$ cat src/rtl/mips_pipe_pkg.sv
// Shared pipeline definitions for the destination-register scoreboard.
// Optional build macro: SCOREBOARD_WB_BYPASS_EN. When it is defined, a
// WB-only match selects the retired-value hold register (FWD_HOLD).
package mips_pipe_pkg;

  localparam int NUM_REGS = 32;
  localparam int REG_W    = $clog2(NUM_REGS);

  localparam logic [1:0] FWD_RF   = 2'b00;
  localparam logic [1:0] FWD_MEM  = 2'b01;
  localparam logic [1:0] FWD_WB   = 2'b10;
  localparam logic [1:0] FWD_HOLD = 2'b11;

  typedef struct packed {
    logic             valid;
    logic [REG_W-1:0] dst;
    logic             is_load;
  } slot_t;

  localparam slot_t EMPTY_SLOT = '0;

  // Youngest producer wins. A WB-only hit uses the hold register only when
  // the register file cannot write before read.
  function automatic logic [1:0] fwd_select(input logic ex_hit,
                                            input logic mem_hit,
                                            input logic wb_hit);
    logic [1:0] wb_code;
    logic [1:0] sel;
`ifdef SCOREBOARD_WB_BYPASS_EN
    wb_code = FWD_HOLD;
`else
    wb_code = FWD_RF;
`endif
    if (ex_hit)       sel = FWD_MEM;
    else if (mem_hit) sel = FWD_WB;
    else if (wb_hit)  sel = wb_code;
    else              sel = FWD_RF;
    return sel;
  endfunction

endpackage

$ cat src/rtl/scoreboard_slot_cmp.sv
// Match comparator for one in-flight slot against one ID source register.
// Register 0 is hardwired zero, so it never produces a match.
module scoreboard_slot_cmp
  import mips_pipe_pkg::*;
(
  input  logic             valid,
  input  logic [REG_W-1:0] dst,
  input  logic [REG_W-1:0] src,
  input  logic             use_src,
  output logic             match
);

  assign match = valid && (dst != '0) && (dst == src) && use_src;

endmodule

$ cat src/rtl/dest_reg_scoreboard.sv
// Destination-register scoreboard: tracks EX/MEM/WB destinations, produces
// registered forwarding selects for EX and a combinational load-use stall.
// Optional build macro: SCOREBOARD_WB_BYPASS_EN (WB-only match -> 2'b11).
module dest_reg_scoreboard
  import mips_pipe_pkg::*;
(
  input  logic             Clk,
  input  logic             Rst,
  input  logic [REG_W-1:0] IdRs,
  input  logic [REG_W-1:0] IdRt,
  input  logic             IdUseRs,
  input  logic             IdUseRt,
  input  logic [REG_W-1:0] IdDst,
  input  logic             IdRegWrite,
  input  logic             IdMemRead,
  input  logic             Flush,
  output logic             Stall,
  output logic [1:0]       ForwardA,
  output logic [1:0]       ForwardB,
  output logic [REG_W-1:0] ExDst
);

  localparam int EX  = 0;
  localparam int MEM = 1;
  localparam int WB  = 2;

  slot_t      slots [3];
  logic       hit_a [3];
  logic       hit_b [3];
  logic       bubble;
  logic [1:0] fwd_a_next;
  logic [1:0] fwd_b_next;

  for (genvar i = 0; i < 3; i++) begin : g_cmp
    scoreboard_slot_cmp u_cmp_a (
      .valid   (slots[i].valid),
      .dst     (slots[i].dst),
      .src     (IdRs),
      .use_src (IdUseRs),
      .match   (hit_a[i])
    );
    scoreboard_slot_cmp u_cmp_b (
      .valid   (slots[i].valid),
      .dst     (slots[i].dst),
      .src     (IdRt),
      .use_src (IdUseRt),
      .match   (hit_b[i])
    );
  end

  assign Stall  = slots[EX].is_load && (hit_a[EX] || hit_b[EX]);
  assign bubble = Stall || Flush;
  assign ExDst  = slots[EX].dst;

  // Forwarding decision made in ID, to be registered as the instruction enters EX.
  always_comb begin
    fwd_a_next = fwd_select(hit_a[EX], hit_a[MEM], hit_a[WB]);
    fwd_b_next = fwd_select(hit_b[EX], hit_b[MEM], hit_b[WB]);
  end

  // Advance the shadow slots; a stall or flush drops a bubble into EX.
  always_ff @(posedge Clk) begin
    if (Rst) begin
      slots[EX]  <= EMPTY_SLOT;
      slots[MEM] <= EMPTY_SLOT;
      slots[WB]  <= EMPTY_SLOT;
      ForwardA   <= FWD_RF;
      ForwardB   <= FWD_RF;
    end else begin
      slots[WB]  <= slots[MEM];
      slots[MEM] <= slots[EX];
      if (bubble) begin
        slots[EX] <= EMPTY_SLOT;
        ForwardA  <= FWD_RF;
        ForwardB  <= FWD_RF;
      end else begin
        slots[EX] <= '{valid: IdRegWrite, dst: IdDst, is_load: IdMemRead};
        ForwardA  <= fwd_a_next;
        ForwardB  <= fwd_b_next;
      end
    end
  end

endmodule

$ cat config.mk
export PLATFORM = sky130hd
export DESIGN_NAME = dest_reg_scoreboard
export DESIGN_NICKNAME = d
export VERILOG_FILES = /design/src/rtl/mips_pipe_pkg.sv /design/src/rtl/scoreboard_slot_cmp.sv /design/src/rtl/dest_reg_scoreboard.sv
export SDC_FILE = /design/constraint.sdc
export NUM_CORES = 1
export LEC_CHECK = 0
export ABC_AREA = 1
export ABC_CLOCK_PERIOD_IN_PS = 1580
export CORE_ASPECT_RATIO = 1.4
export CORE_MARGIN = 5
export CORE_UTILIZATION = 35
export DETAILED_ROUTE_END_ITERATION = 10
export PLACE_DENSITY = 0.74
export SYNTH_ARGS = -nofsm -noshare
export SYNTH_HDL_FRONTEND = slang
export SYNTH_SLANG_ARGS = --single-unit
$ cat constraint.sdc
create_clock -name Clk -period 1.58 [get_ports Clk]
set_input_delay 0.158 -clock Clk [delete_from_list [all_inputs] [get_ports Clk]]
set_output_delay 0.158 -clock Clk [all_outputs]
set_load 0.05 [all_outputs]
==> impl_metrics.toml, run 1 <==
[detailed_routing]
drc_errors = 0
first_iter_violations = 22
wl_per_cell_um = 11.0
first_pass_iters = 4
vias = 963
ant_nets = 0
finalWirelength_um = 2510
vias_per_cell = 4.22

[layout]
layout_common_cells = "26 x nor2_1, 25 x inv_1, 23 x nand2_1"
fin_nets = 214
final_common_cell = "nor2_1"
syn2layout_area_growth_pct = 51.5
finalNonFillerCells = 228
diodes = 0
drive_above_1_share = 0.225

[synthesis]
yosys_warnings = 0
seq_area_frac_synth = 0.462
synth_top_area_cell = "edfxtp_1"
syn_area_sq_um = 1020
synth.top_cell.area_share = 0.383
synthCells = 137
yosys-top-cells-area = "edfxtp_1 38%, inv_1 11%, nor2_1 10%, nand2_1 9.2%, dfxtp_1 7.9%"
ys_ff_latch = 17
ys_types = 18
syn_avg_cell_area_sq_um = 7.43

[setup_path]
crit_required_ns = 1.42
max_stage_delay_ns = 0.49
arrival_ns = 1.50
cpMaxStageDelayCell = "edfxtp_1"
cp-start-kind = "register"
crit_path_end_kind = "output pin"
path_class = "register to output pin"
worstPathCellList = "nor2_1 > nand3_1 > nand2_1 > inv_2 > nand3_2 > nand2_2 > nand2_4 > inv_4 > buf_12"
cp_max_fo = 6

[timing]
skew_ns = 0.00448
clock.fmax_mhz = 605
timing.final.crit_share = 1.05
grt_setup_unrepaired = "yes"
hold_violations = 0
slew_viol_final = 0
hold_ws_ns = 0.538
setup_violations = 1
fin_crit_ns = 1.65
fin_setup_tns_ns = -0.0734
setup_slack_ns = -0.0734

[grt]
antenna_found_initial = 0
grt_overflow = 0
grt_pass1_wl_um = 4210
grt_pass1_vias = 983
grt_start_max_net_pins = 11
track_usage = 0.135

[clocking]
clk_path_buf_depth = 2
cts_made_buffers = 3
cts.clk_slew.worst_paths_ns = 0.07
cts-root-buf = "clkbuf_8"
cts_tree = "yes"
numClockSinks = 17
worstSkewPairLatency_ns = 0.25
htreeDepth = 1
holdBufCountCts = 0

[power_and_ir_drop]
p_clk_frac = 0.303
vdd_ir_drop_max_mv = 0.484
power_leakage_nw = 0.776
power.total_mw = 1.08
swShare = 0.269
p_int_mw = 0.790
power_frac_comb = 0.212
p_sw_mw = 0.290
p_per_area_nw_per_um2 = 700
p_seq_frac = 0.485

[place]
port_buffers = 31
pre_cts_ws_ns = -0.0604
gp_routability_congestion = 0.858
dp_cells = 220
dpl.hpwl_um = 2010

[run_status]
outcome = "finished, violations left"
violations = "negative setup slack"

[flow_run]
maxCapViolCount = 0

[floorplan]
die_x_um = 55.6
core_area_sq_um = 2820
dieArea_sq_um = 4100
io-pin-count = 32
die_y_um = 73.8
rows = 23
initial_core_util = 0.361

[min_path]
hold_path_class = "input port to register"
logic make-up after synthesis:
family	share of synthesized area
simple gates	0.262
buf+inv	0.155
other cells	0.00368
xor+xnor	0.0688
compound gates	0.0491
flops	0.462
routing by layer:
layer  track usage  routed length [um]
met1         0.124                 895
met2         0.274                1440
met3        0.0281                 113
met4        0.0730                  61
met5             0                   0
worst max-delay path, delay by kind of cell, from the launching register on:
family	cells	cell delay [ns]
buf+inv	3	0.22
flops	1	0.49
simple gates	6	0.52
power groups by stage:
stage	Sequential (mW)	Combinational (mW)	Clock, mW
2_1_floorplan	0.528	0.119	0
4_1_cts	0.523	0.223	0.334
3_5_place_dp	0.533	0.214	0
3_3_place_gp	0.533	0.211	0
5_1_grt	0.527	0.255	0.359
6_report	0.524	0.229	0.327
path summary, 6_finish.rpt:
kind / from / end / slack (ns) / cells past startpoint
min: IdDst[3] / slots[0][4]$_SDFFCE_PN0P_ / 0.54 / 3
max reg2reg: slots[0][2]$_SDFFCE_PN0P_ / ForwardB[1]$_SDFF_PP0_ / 0.12 / 10
min reg2reg: slots[0][0]$_SDFFCE_PN0P_ / ForwardB[0]$_SDFF_PP0_ / 0.60 / 3
max: slots[0][2]$_SDFFCE_PN0P_ / Stall / -0.07 / 9
synth_stat cells:
| library cell | count |
|---|---|
| a21oi_1 | 6 |
| buf_4 | 5 |
| clkbuf_1 | 1 |
| conb_1 | 1 |
| dfxtp_1 | 4 |
| edfxtp_1 | 13 |
| inv_1 | 30 |
| inv_2 | 1 |
| nand2_1 | 25 |
| nand2_2 | 1 |
| nand2_4 | 1 |
| nand3_1 | 7 |
| nand4_1 | 2 |
| nor2_1 | 27 |
| o21ai_0 | 4 |
| or2_2 | 1 |
| xnor2_1 | 2 |
| xor2_1 | 6 |
through the flow:
step | cell area [sq um] | util
after floorplan | 1060 | -
after global placement | 1430 | 0.508
after detailed placement | 1430 | 0.508
after CTS | 1510 | 0.534
after global routing | 1540 | 0.547
final | 1540 | 0.547
registers in the layout, summed over array words and instances, names as in the netlist:
register	count
ForwardA	2
ForwardB	2
slots	13
repair_timing:
item,in CTS,in global routing
setup buffers,2,2
hold endpoints to repair,0,0
pin swaps,4,5
endpoints found under the setup margin,1,10
gates resized for setup,6,9
final cells by class:
| cell class | instances | area (sq um) |
|---|---|---|
| Fill cell | 304 | 1280 |
| Sequential cell | 17 | 470 |
| Multi-Input combinational cell | 95 | 465 |
| Timing Repair Buffer | 44 | 395 |
| Inverter | 31 | 119 |
| Tap cell | 37 | 46.3 |
| Clock buffer | 3 | 41.3 |
| Clock inverter | 1 | 5.00 |
(Power assumes the default switching activity.)
==> inputs of run 2 (changes only) <==
--- a/config.mk
+++ b/config.mk
@@ -9,9 +9,10 @@
 export ABC_CLOCK_PERIOD_IN_PS = 1580
 export CORE_ASPECT_RATIO = 1.4
 export CORE_MARGIN = 5
-export CORE_UTILIZATION = 35
+export CORE_UTILIZATION = 45
 export DETAILED_ROUTE_END_ITERATION = 10
-export PLACE_DENSITY = 0.74
+export HOLD_SLACK_MARGIN = 0.12
+export PLACE_DENSITY = 0.89
 export SYNTH_ARGS = -nofsm -noshare
 export SYNTH_HDL_FRONTEND = slang
 export SYNTH_SLANG_ARGS = --single-unit
==> run 2 against run 1 <==
The run still ends with negative setup slack left. Clock-buffer cell count is the same. Core utilization up 16 points. Die area decreased by 19%. Non-clock buffer count increased by 4. Total power decreased by 6.4%. Maximum frequency fell by 8.0%. Largest cell class unchanged.
==> impl_metrics.toml, run 2 (synthesis gave the netlist of run 1 again) <==
[power_and_ir_drop]
vdd_ir_drop_max_mv = 0.544
power_leakage_nw = 0.779
p_per_area_nw_per_um2 = 658

[timing]
clock.fmax_mhz = 556
timing.final.crit_share = 1.14
fin_crit_ns = 1.80
fin_setup_tns_ns = -0.723
hold_violations = 0
setup_slack_ns = -0.217
setup_violations = 11
slew_viol_final = 0
skew_ns = 0.00183
grt_setup_unrepaired = "yes"

[clocking]
cts_made_buffers = 3
cts_tree = "yes"
htreeDepth = 1
cts.clk_slew.worst_paths_ns = 0.10
cts-root-buf = "clkbuf_4"
worstSkewPairLatency_ns = 0.30
clk_path_buf_depth = 2
numClockSinks = 17
holdBufCountCts = 0

[place]
gp_routability_congestion = 0.972
port_buffers = 31
dp_cells = 206
dpl.hpwl_um = 2030

[layout]
fin_nets = 218
layout_common_cells = "25 x inv_1, 25 x nor2_1, 25 x buf_4"
finalNonFillerCells = 217
nFillCells = 171
largest_reg_flops = 13
drive_above_1_share = 0.236
reg_top3 = "slots: 13 flops, ForwardA: 2 flops, ForwardB: 2 flops"
regMostFlops = "slots"
syn2layout_area_growth_pct = 50.9
diodes = 0

[detailed_routing]
wl_per_cell_um = 12.7
vias = 1039
ant_nets = 0
vias_per_cell = 4.79
first_pass_iters = 4
first_iter_violations = 28
finalWirelength_um = 2770
drc_errors = 0

[floorplan]
rows = 20
io-pin-count = 32
die_y_um = 66.3
die_x_um = 50.2
initial_core_util = 0.468
dieArea_sq_um = 3330
core_area_sq_um = 2180

[setup_path]
max_stage_delay_ns = 0.47
crit_required_ns = 1.42
cpMaxStageDelayCell = "edfxtp_1"
cp_max_fo = 6
arrival_ns = 1.64
path_class = "register to output pin"
crit_path_end_kind = "output pin"
worstPathCellList = "inv_2 > nand2_1 > o21ai_0 > nor2_1 > nand3_2 > nand2_2 > nand2_2 > inv_2 > buf_12"
cp-start-kind = "register"

[grt]
track_usage = 0.172
grt_pass1_wl_um = 4420
antenna_found_initial = 0
grt_pass1_vias = 1104
grt_overflow = 0
grt_start_max_net_pins = 11

[flow_run]
maxCapViolCount = 0

[run_status]
outcome = "finished, violations left"
violations = "negative setup slack"

[min_path]
hold_path_class = "input port to register"
run 2: cell count changes in the layout (fill, tap and decap cells not counted), moves of 2 or more:
cell | before | now
clkbuf_4 | 0 | 3
clkbuf_8 | 3 | 0
nand2_4 | 2 | 0
buf_4 | 22 | 25
run 2: stage by stage:
step	util	cell area [sq um]	total power [mW]	setup slack (ns)	hold WS [ns]
floorplan	-	1060	0.647	0.132	0.327
global route	0.706	1540	1.06	-0.280	0.488
CTS	0.676	1470	0.995	-0.195	0.478
global placement	0.653	1420	0.740	-0.0624	0.548
detailed placement	0.653	1420	0.748	-0.100	0.560
finish	0.706	1540	1.01	-0.217	0.486
run 2: worst paths after layout:
kind                                  start                          to  slack (ns)  cells after the start
hold reg to reg   slots[0][6]$_SDFFCE_PN0P_  slots[0][13]$_SDFFCE_PN0P_        0.61                      2
hold / removal                     IdDst[3]   slots[0][4]$_SDFFCE_PN0P_        0.49                      3
setup reg to reg  slots[0][2]$_SDFFCE_PN0P_   slots[0][2]$_SDFFCE_PN0P_       -0.07                     10
setup / recovery  slots[0][2]$_SDFFCE_PN0P_                       Stall       -0.22                      9
run 2: power breakdown:
part / leakage, nW / switching, mW / internal, mW / total, mW
clock: 0.0177 / 0.148 / 0.0946 / 0.243
combinational: 0.596 / 0.127 / 0.118 / 0.245
sequential: 0.165 / 0.0190 / 0.503 / 0.522
run 2: layout make-up:
cell class / count / area, sq um / area share
well taps: 22 / 27.5 / 0.0179
clock inverters: 1 / 5.00 / 0.00326
clock buffers: 3 / 22.5 / 0.0147
repair buffers: 48 / 429 / 0.279
inverters: 31 / 116 / 0.0757
flip-flops and latches: 17 / 470 / 0.306
multi-input cells: 95 / 465 / 0.303
run 2: layer usage:
layer	wire length [um]	global-route usage
met5	0	0
met4	94	0.0984
met3	166	0.0271
met2	1600	0.351
met1	901	0.148
run 2: what timing repair did:
item                                    in CTS  in global routing
pin swaps                                    2                  4
gates resized for setup                      4                  9
setup buffers                                3                  4
endpoints found under the setup margin       1                 11
run 2: critical path, delay by kind of cell (launching register included):
kind / cells / cell delay [ns]
simple gates: 5 / 0.48
compound gates: 1 / 0.12
buf+inv: 3 / 0.26
flops: 1 / 0.47
==> inputs of run 3 (changes only) <==
--- a/config.mk
+++ b/config.mk
@@ -12,7 +12,7 @@
 export CORE_UTILIZATION = 45
 export DETAILED_ROUTE_END_ITERATION = 10
 export HOLD_SLACK_MARGIN = 0.12
-export PLACE_DENSITY = 0.89
+export PLACE_DENSITY = 0.77
 export SYNTH_ARGS = -nofsm -noshare
 export SYNTH_HDL_FRONTEND = slang
 export SYNTH_SLANG_ARGS = --single-unit
==> run 3 against run 2 <==
The run still ends with negative setup slack left. Register-to-register slack worse by 0.08 ns. Maximum frequency up 1.2%. Worst hold slack better by 0.0061 ns. Critical endpoint unchanged. Setup slack better by 0.021 ns. Sequential share of layout area down 1.5 points. Combinational power up 4%. Clock power about the same. Global-route usage up 0.40 points. Cell area up 5.2%. Sequential power about the same.
==> impl_metrics.toml, run 3 (synthesis gave the netlist of run 1 again) <==
[place]
dpl.hpwl_um = 2000
placed_area_sq_um = 1420
gp_routability_congestion = 0.860
port_buffers = 31
dp_cells = 206

[grt]
use_met1 = 0.159
grt_overflow = 0
grt_util_met2 = 0.360
grt_pass1_wl_um = 4440
met3_usage = 0.0384
antenna_found_initial = 0
busiest_layer = "met2"
grt_start_max_net_pins = 10
grt_pass1_vias = 1053
track_usage = 0.176

[detailed_routing]
ant_nets = 0
finalWirelength_um = 2980
vias_per_cell = 4.78
first_iter_violations = 28
wl_per_cell_um = 13.4
drc_errors = 0
vias = 1062
first_pass_iters = 4

[timing]
grt_setup_unrepaired = "yes"
clock.fmax_mhz = 563
setup_slack_ns = -0.196
skew_ns = 0.00139
setup_violations = 3
fin_crit_ns = 1.78
slew_viol_final = 0
fin_setup_tns_ns = -0.419
timing.final.crit_share = 1.12
hold_violations = 0

[clocking]
holdBufCountCts = 0
cts_made_buffers = 3
cts.clk_slew.worst_paths_ns = 0.10
htreeDepth = 1
numClockSinks = 17
cts_tree = "yes"
worstSkewPairLatency_ns = 0.29
cts-root-buf = "clkbuf_4"
clk_path_buf_depth = 2

[min_path]
worstHoldStart = "IdDst[4]"
hold_path_class = "input port to register"

[layout]
final_common_cell = "buf_4"
reg_top3 = "slots: 13 flops, ForwardA: 2 flops, ForwardB: 2 flops"
postLayoutCellArea_sq_um = 1620
finalCoreUtilization = 0.743
diodes = 0
nFillCells = 164
largest_reg_flops = 13
layout_common_cells = "27 x buf_4, 26 x inv_1, 22 x nor2_1"
drive_above_1_share = 0.295
fin_nets = 223
syn2layout_area_growth_pct = 58.7
finalNonFillerCells = 222
regMostFlops = "slots"

[floorplan]
core_area_sq_um = 2180
initial_core_util = 0.468
rows = 20
die_x_um = 50.2
dieArea_sq_um = 3330
die_y_um = 66.3
io-pin-count = 32

[setup_path]
worstReg2RegStart = "slots[0][2]$_SDFFCE_PN0P_"
startpoint = "slots[0][2]$_SDFFCE_PN0P_"
path_class = "register to output pin"
crit_required_ns = 1.42
arrival_ns = 1.62
crit_path_end_kind = "output pin"
cp_max_fo = 6
cp-start-kind = "register"

[run_status]
outcome = "finished, violations left"
violations = "negative setup slack"

[power_and_ir_drop]
vdd_ir_drop_max_mv = 0.459
p_per_area_nw_per_um2 = 630
power_leakage_nw = 0.818
power.total_mw = 1.02

[flow_run]
maxCapViolCount = 0
==> run 3: changes by cell type in the layout (fill, tap and decap cells not counted), sizes merged <==
| cell | before | now |
|---|---|---|
| buf | 27 | 32 |
| clkbuf | 3 | 4 |
| clkinv | 1 | 0 |
==> run 3: power by group <==
| part | switching (mW) | leakage (nW) | internal (mW) |
|---|---|---|---|
| Sequential | 0.0201 | 0.165 | 0.503 |
| Clock | 0.141 | 0.0150 | 0.0984 |
| Combinational | 0.133 | 0.638 | 0.122 |
| Total | 0.294 | 0.818 | 0.724 |
==> run 3: stage by stage <==
step / hold WS [ns] / setup slack [ns]
6_report: 0.492 / -0.196
5_1_grt: 0.490 / -0.312
4_1_cts: 0.495 / -0.146
3_5_place_dp: 0.574 / -0.0869
3_3_place_gp: 0.540 / -0.0757
2_1_floorplan: 0.327 / 0.132
==> run 3: worst paths after layout <==
check	to	slack, ns	depth (start not counted)
setup / recovery	Stall	-0.20	8
hold / removal	slots[0][5]$_SDFFCE_PN0P_	0.49	3
setup reg to reg	ForwardA[1]$_SDFF_PP0_	-0.15	11
hold reg to reg	slots[0][13]$_SDFFCE_PN0P_	0.62	2
==> run 3: cell type report <==
type | count | area, sq um | area share
flip-flops and latches | 17 | 470 | 0.291
repair buffers | 53 | 478 | 0.296
clock buffers | 4 | 26.3 | 0.0163
multi-input cells | 95 | 495 | 0.307
well taps | 22 | 27.5 | 0.0170
inverters | 31 | 119 | 0.0735
==> run 3: what timing repair did <==
item,in CTS,in global routing
endpoints found under the setup margin,1,11
pin swaps,7,12
buffers inserted,9,3
resized for setup,12,15
==> run 3: routing by layer <==
metal  part of all wire  vias to the layer above  wire length, um
li1                   -                      521                -
met1               0.36                      493             1090
met2               0.55                       40             1650
met3              0.060                        8              180
met4              0.020                        0               59
met5                  0                        -                0
==> run 3: worst max-delay path, cell delays in order (launching register included) <==
cell and delay (ns):
edfxtp_1 0.51, nand2_1 0.15, nand3_2 0.08, nor2_2 0.13
nand3_2 0.09, nand2_2 0.10, nand2_4 0.07, inv_4 0.06
buf_12 0.12
